## src/rtl/warmup2_adder_pkg.sv

```systemverilog
// Shared constants and operand/result types for the 3-stage wide adder.
package warmup2_adder_pkg;

  localparam int WIDTH_DEF  = 384;
  localparam int STAGES_DEF = 3;
  localparam int LATENCY    = 3;
  localparam int CW_DEF     = WIDTH_DEF / STAGES_DEF;

  typedef logic [WIDTH_DEF-1:0] operand_t;
  typedef logic [WIDTH_DEF:0]   result_t;
  typedef logic [CW_DEF-1:0]    chunk_t;

endpackage

```

## src/rtl/warmup2_adder_chunk.sv

```systemverilog
// Combinational CW-bit slice adder; one instance per pipeline stage.
module adder_chunk
  import warmup2_adder_pkg::*;
#(
  parameter int CW = CW_DEF
) (
  input  logic [CW-1:0] a,
  input  logic [CW-1:0] b,
  input  logic          cin,
  output logic [CW-1:0] sum,
  output logic          cout
);

  logic [CW:0] total_s;

  assign total_s = {1'b0, a} + {1'b0, b} + {{CW{1'b0}}, cin};
  assign sum     = total_s[CW-1:0];
  assign cout    = total_s[CW];

endmodule

```

## src/rtl/warmup2_adder.sv

```systemverilog
// Pipelined WIDTH-bit adder with carry-in, one chunk per stage, result 3 edges after start.
// Optional DONE_COUNT_EN adds a 16-bit wrapping count of completed results.
module warmup2_adder
  import warmup2_adder_pkg::*;
#(
  parameter int WIDTH  = WIDTH_DEF,
  parameter int STAGES = STAGES_DEF
) (
  input  logic             clk,
  input  logic             resetn,
  input  logic             start,
  input  logic             Cin,
  input  logic [WIDTH-1:0] inA,
  input  logic [WIDTH-1:0] inB,
  output logic [WIDTH:0]   outC,
`ifdef DONE_COUNT_EN
  output logic [15:0]      done_count,
`endif
  output logic             done
);

  localparam int CW = WIDTH / STAGES;

  logic [CW-1:0]       sum0_s, sum1_s, sum2_s;
  logic                cout0_s, cout1_s, cout2_s;

  logic [CW-1:0]       s1_sum_d, s1_sum_q;
  logic                s1_c_d, s1_c_q, s1_v_d, s1_v_q;
  logic [WIDTH-CW-1:0] s1_a_d, s1_a_q, s1_b_d, s1_b_q;

  logic [2*CW-1:0]     s2_sum_d, s2_sum_q;
  logic                s2_c_d, s2_c_q, s2_v_d, s2_v_q;
  logic [CW-1:0]       s2_a_d, s2_a_q, s2_b_d, s2_b_q;

  logic [WIDTH:0]      outc_d, outc_q;
  logic                done_d, done_q;
`ifdef DONE_COUNT_EN
  logic [15:0]         cnt_d, cnt_q;
`endif

  adder_chunk #(.CW(CW)) u_chunk0 (
    .a(inA[CW-1:0]), .b(inB[CW-1:0]), .cin(Cin), .sum(sum0_s), .cout(cout0_s)
  );
  adder_chunk #(.CW(CW)) u_chunk1 (
    .a(s1_a_q[CW-1:0]), .b(s1_b_q[CW-1:0]), .cin(s1_c_q), .sum(sum1_s), .cout(cout1_s)
  );
  adder_chunk #(.CW(CW)) u_chunk2 (
    .a(s2_a_q), .b(s2_b_q), .cin(s2_c_q), .sum(sum2_s), .cout(cout2_s)
  );

  // Next-state for every stage; the result register holds across bubbles.
  always_comb begin
    s1_sum_d = sum0_s;
    s1_c_d   = cout0_s;
    s1_a_d   = inA[WIDTH-1:CW];
    s1_b_d   = inB[WIDTH-1:CW];
    s1_v_d   = start;

    s2_sum_d = {sum1_s, s1_sum_q};
    s2_c_d   = cout1_s;
    s2_a_d   = s1_a_q[2*CW-1:CW];
    s2_b_d   = s1_b_q[2*CW-1:CW];
    s2_v_d   = s1_v_q;

    done_d   = s2_v_q;
    if (s2_v_q) begin
      outc_d = {cout2_s, sum2_s, s2_sum_q};
    end else begin
      outc_d = outc_q;
    end
`ifdef DONE_COUNT_EN
    if (s2_v_q) begin
      cnt_d = cnt_q + 16'd1;
    end else begin
      cnt_d = cnt_q;
    end
`endif
  end

  // Pipeline and output registers, cleared asynchronously by reset.
  always_ff @(posedge clk or posedge resetn) begin
    if (resetn) begin
      s1_sum_q <= '0;
      s1_c_q   <= 1'b0;
      s1_a_q   <= '0;
      s1_b_q   <= '0;
      s1_v_q   <= 1'b0;
      s2_sum_q <= '0;
      s2_c_q   <= 1'b0;
      s2_a_q   <= '0;
      s2_b_q   <= '0;
      s2_v_q   <= 1'b0;
      outc_q   <= '0;
      done_q   <= 1'b0;
`ifdef DONE_COUNT_EN
      cnt_q    <= 16'd0;
`endif
    end else begin
      s1_sum_q <= s1_sum_d;
      s1_c_q   <= s1_c_d;
      s1_a_q   <= s1_a_d;
      s1_b_q   <= s1_b_d;
      s1_v_q   <= s1_v_d;
      s2_sum_q <= s2_sum_d;
      s2_c_q   <= s2_c_d;
      s2_a_q   <= s2_a_d;
      s2_b_q   <= s2_b_d;
      s2_v_q   <= s2_v_d;
      outc_q   <= outc_d;
      done_q   <= done_d;
`ifdef DONE_COUNT_EN
      cnt_q    <= cnt_d;
`endif
    end
  end

  assign outC = outc_q;
  assign done = done_q;
`ifdef DONE_COUNT_EN
  assign done_count = cnt_q;
`endif

endmodule

```

## config.mk

```make
export PLATFORM = sky130hd
export DESIGN_NAME = warmup2_adder
export DESIGN_NICKNAME = d
export VERILOG_FILES = /design/src/rtl/warmup2_adder_pkg.sv /design/src/rtl/warmup2_adder_chunk.sv /design/src/rtl/warmup2_adder.sv
export SDC_FILE = /design/constraint.sdc
export NUM_CORES = 2
export LEC_CHECK = 0
export BUFFER_PORTS_ARGS = -buffer_cell sky130_fd_sc_hd__buf_4
export CAP_MARGIN = 5
export CORE_AREA = 5 5 448 450
export CTS_CLUSTER_DIAMETER = 200
export DETAILED_ROUTE_END_ITERATION = 10
export DIE_AREA = 0 0 453 455
export GPL_TIMING_DRIVEN = 1
export SLEW_MARGIN = 10
export SYNTH_ARGS = -nofsm -noshare
export SYNTH_HDL_FRONTEND = slang
export SYNTH_HIERARCHICAL = 1
export SYNTH_SLANG_ARGS = --single-unit
```

## constraint.sdc

```tcl
create_clock -name clk -period 101.1 [get_ports clk]
set_input_delay 10.11 -clock clk [delete_from_list [all_inputs] [get_ports clk]]
set_output_delay 10.11 -clock clk [all_outputs]
set_load 0.05 [all_outputs]
```

### After elaboration in Yosys (flattened, before gate mapping)

Index checks and enable logic that the tools add are counted.

| storage, ports and cells | value |
|---|---|
| input port bits | 772 |
| logic and storage cells | 18 |
| flip-flop bits (word level) | 1542 |

| operators by class | value |
|---|---|
| $add $sub $neg | 6 |

Operator list:

| operator | count |
|---|---|
| $add 128x128->129 | 3 |
| $add 129x1->129 | 3 |

### Depth between registers and ports, before layout

| logic depth | value |
|---|---|
| depth in word-level cells | 2 |
| depth in mapped cells | 15 |
| mapped depth without buffers | 15 |

### Modules after synthesis

The synthesis kept the hierarchy.

By module, submodules not included:

| module | area each (um^2) | cells an instance | times used |
|---|---|---|---|
| warmup2_adder | 43504.2 | 1971 | 1 |
| adder_chunk at u_chunk0 | 8553.2 | 1324 | 1 |
| adder_chunk at u_chunk1 | 8373.0 | 1283 | 1 |
| adder_chunk at u_chunk2 | 8280.4 | 1276 | 1 |

### Worst setup path after synthesis

Ideal clock, no wire load.

| path | value |
|---|---|
| kind | input to register |
| start | in inA[0] |
| end | reg s1_sum_q[120] |
| path buffers | 0 |
| setup time | 0.141 ns |
| setup slack | 87.710 ns |
| stages | 13 |
| data arrival time | 13.250 ns |
| data required time | 100.959 ns |
| cell sequence | fa_1 -> fa_1 -> a211oi_1 -> o21ai_0 -> a21o_1 -> a21oi_1 -> o211a_1 -> a21oi_1 -> a21boi_1 -> o21ai_0 -> a211oi_1 -> o41ai_1 -> xor2_1 |

| on the way | value |
|---|---|
| word-level cells in the longest chain between the ends | 2 |

Ends and longest elaborated chain:

| element | line | source |
|---|---|---|
| start: declaration | warmup2_adder.sv:13 | `input logic [WIDTH-1:0] inA,` |
| $add 128x128->129 | warmup2_adder_chunk.sv:16 | `assign total_s = {1'b0, a} + {1'b0, b} + {{CW{1'b0}}, cin};` |
| $add 129x1->129 | warmup2_adder_chunk.sv:16 |  |
| named net s1_sum_d[120] | warmup2_adder.sv:27 | `logic [CW-1:0] s1_sum_d, s1_sum_q;` |
| end signal: assignment | warmup2_adder.sv:99 | `s1_sum_q <= s1_sum_d;` |
| end: declaration | warmup2_adder.sv:27 |  |

The timed path passes the listed nets, and every way through them passes these cells.
A chain may end at the register's enable or synchronous reset.

### Worst setup path in the final report

| path | value |
|---|---|
| start | in inA[0] |
| end | reg s1_c_q |

| on the way | value |
|---|---|
| word-level cells in the longest chain between the ends | 2 |

Ends and longest elaborated chain:

| element | line | source |
|---|---|---|
| $add 128x128->129 | warmup2_adder_chunk.sv:16 |  |
| $add 129x1->129 | warmup2_adder_chunk.sv:16 |  |
| named net cout0_s | warmup2_adder.sv:25 | `logic cout0_s, cout1_s, cout2_s;` |
| end signal: assignment | warmup2_adder.sv:84 | `s1_c_q <= 1'b0;` |
| end signal: assignment | warmup2_adder.sv:100 | `s1_c_q <= s1_c_d;` |
| end: declaration | warmup2_adder.sv:28 | `logic s1_c_d, s1_c_q, s1_v_d, s1_v_q;` |

The timed path passes the listed nets, and every way through them passes these cells.

==> metrics.md <==
| Metric | Value |
|---|---|
| Status | `finished clean` |
| Total number of vias | `approximately 51000` |
| Post-CTS Resized | `0` |
| Die width | `roughly 450 µm` |
| CTS Buf Count | `170` |
| Vias in the first global route | `52800` |
| Slew at the pin with the worst max-slew slack | `~1.1 ns` |
| Crit share post-route | `0.141` |
| Setup violations, final | `0` |
| Worst min-delay path category | `reg -> reg` |
| Starting DRT DRC Count | `4194` |
| Worst r2r path cells | `13` |
| Final Hold Fails | `0` |
| GR Util All Layers | `0.235` |
| Initial Util | `0.350` |
| Most common cell after layout, fill and taps aside | `dfrtp_1` |
| Residual DRC | `0` |
| Crit path required time | `101.81 ns` |
| Final HPWL DP | `203 mm` |
| Fin. max-slew vios | `0` |
| Leak | `just under 40 nW` |
| WHS | `0.282 ns` |
| Drt wl/cell | `approximately 26 µm` |
| Min-delay src | `s1_v_q` |
| Cell Rows | `around 160` |
| RSZ-0062 raised after global routing | `no` |
| Fillers | `between 15000 and 20000` |
| Clock skew | `around 0.07 ns` |
| First-pass GRT wire length | `between 300 and 400 mm` |
| Asr flop ratio synth | `1.00` |
| GR Overflow Total | `0` |
| Worst setup margin | `approximately 87 ns` |
| CTS max path bufs | `3` |
| Synth Cell Area | `about 70000 µm²` |
| Root Driver | `clkbuf_16` |
| Drt first pass iters | `6` |
| CTS tree | `yes` |
| Leading area contributor after synthesis | `dfrtp_1` |
| FF-to-FF Start | `s1_a_q[0]` |
| CTS Hold Bufs | `0` |
| Worst Setup Start Kind | `input pin` |
| Area share of the largest cell type after synthesis | `0.562` |
| Post-Layout Cell Count | `9810` |
| Nets | `around 8100` |
| Worst-path clk slew | `around 0.070 ns` |
| Layout cells sized above 1 | `0.273` |
| Syn Nets | `roughly 7000` |
| Number of buffers added on ports | `roughly 1200` |
| Synth warnings | `6` |
| Worst-Skew Late Latency | `0.84 ns` |
| CTS H-tree depth | `4` |
| Worst VDD drop | `approximately 0.000018 V` |
| Setup crit end | `s1_c_q` |
| Chip height | `455 µm` |
| IO Count | `~1200` |
| Slew headroom | `0.281` |
| Placer congestion estimate | `about 0.96` |
| Setup Slack @ Placement | `about 86 ns` |
| CP Max Fanout | `3` |
| Critical path class | `in -> reg` |
| Top post-synthesis cells by area | `dfrtp_1 56%, ha_1 6.9%, mux2_2 5.8%` |
| Fmax | `between 70 and 80 MHz` |
| CP Launch Point | `inA[0]` |
| DR vias/cell | `5.24` |
| Core ar. | `between 150000 and 200000 µm²` |
| Total Wirelength | `about 250 mm` |
| Dpl cells | `roughly 9500` |
| Max Cap Violations | `0` |
| Sequential area share after synthesis | `0.562` |
| Worst flop-to-flop path endpoint | `s2_sum_q[252]` |
| Post-route minimum period | `between 10 and 15 ns` |
| R2r setup slk | `95.77 ns` |
| Initial antenna violation count | `slightly below 70` |
| Crit. End Element | `register` |
| Main flop type after synthesis | `dfrtp_1` |
| Avg Inst Size Synth | `roughly 12 µm²` |
| Pwr per Cell Area | `22.8 nW/µm²` |
| Synth Register Bits | `between 1500 and 2000` |
| Layout area overhead | `25.1%` |
| WP data arrival | `roughly 15 ns` |
| Most frequent cells in the layout | `1541 x dfrtp_1, 1183 x buf_4, 582 x a21oi_1` |
| Post-synth EDFFs | `0` |
| Largest net degree at the start of global routing | `between 150 and 200` |
| Post-Syn Instances | `a little under 6000` |
| Setup tns final | `0 ns` |
| DIE AREA | `a little over 200000 µm²` |
| Synth cell types | `roughly 100` |
| Setup bufs post-CTS | `0` |
| DRT antenna net count | `0` |
| # clock sinks | `1542` |
## per-stage QoR
stage / total power, mW / instance area, µm² / utilization
after floorplan: 1.09 / 68700 / -
after global placement: 1.30 / 79700 / 0.406
after detailed placement: 1.31 / 79700 / 0.406
after CTS: 1.98 / 85900 / 0.438
after global routing: 2.04 / 86000 / 0.438
final: 1.96 / 86000 / 0.438
## layout make-up
cell class / count / area, µm² / area share
Multi-Input combinational cell: 3974 / 28400 / 0.331
Clock inverter: 91 / 1390 / 0.0162
Clock buffer: 225 / 4780 / 0.0556
Inverter: 114 / 435 / 0.00506
Sequential cell: 1542 / 38600 / 0.449
Antenna cell: 38 / 95.1 / 0.00111
Tap cell: 2640 / 3300 / 0.0384
Timing Repair Buffer: 1186 / 8940 / 0.104
## cells by family (layout without fill, tap and decap cells)
group,Yosys count,after routing,synth area share
AOI/OAI and AO/OA,1595,1595,0.147
DFF,1542,1542,0.562
and+or+nand+nor,1238,1238,0.0841
adders and majority gates,387,387,0.0711
muxes,385,385,0.0647
xor gates and xnor gates,369,369,0.0470
buffers and inverters,338,1616,0.0245
other,0,38,0
## sequential cells by signal, indices dropped and copies added (netlist names)
signal and flops:
s1_sum_q 128, s1_v_q 1, done 1, s2_b_q 128
s1_c_q 1, s1_b_q 256, done_d 1, s1_a_q 256
s2_c_q 1, outC 385, s2_a_q 128, s2_sum_q 256
## power breakdown
part           internal [mW]  switching [mW]
combinational          0.176           0.352
sequential             0.709          0.0570
clock                  0.397           0.270
## worst max-delay path: stages
cell       delay (ns)
buf_4            0.11
fa_1             0.47
fa_1             0.44
a211oi_1         0.31
o21ai_0          0.22
a21oi_1          0.49
nor4_1           0.15
o211ai_1         0.39
a21oi_1          0.23
o2111ai_1        0.51
a22oi_1          0.23
a21boi_0         0.63
o21ai_0          0.31
a221o_1          0.34
## metal layers
metal  global-route usage  vias up  wire length, µm
li1                     -    23300                -
met1                0.281    25700            96800
met2                0.396     1936           123000
met3               0.0448      481            14400
met4                0.141       10            16200
met5                    0        -               74
## worst min-delay path by stage
| stage | slack (ns) | cells past startpoint | endpoint |
|---|---|---|---|
| after floorplan | 0.33 | 0 | done_d |
| after detailed placement | 0.33 | 0 | done_d |
| after global routing | 0.29 | 0 | done_d |
| final | 0.28 | 0 | done_d |
| after global placement | 0.33 | 0 | s2_sum_q[19] |
| after CTS | 0.29 | 0 | done_d |
## cells in the mapped netlist (all sizes together), types with 73 or more instances
library cell / count
a21oi: 585
o21bai: 128
mux2: 385
a21o: 189
nand2: 416
nor2: 335
inv: 114
nor3: 73
ha: 381
xnor2: 232
o21ai: 337
clkbuf: 162
xor2: 137
nand4: 185
dfrtp: 1542
Power figures use the tool's default switching activity.
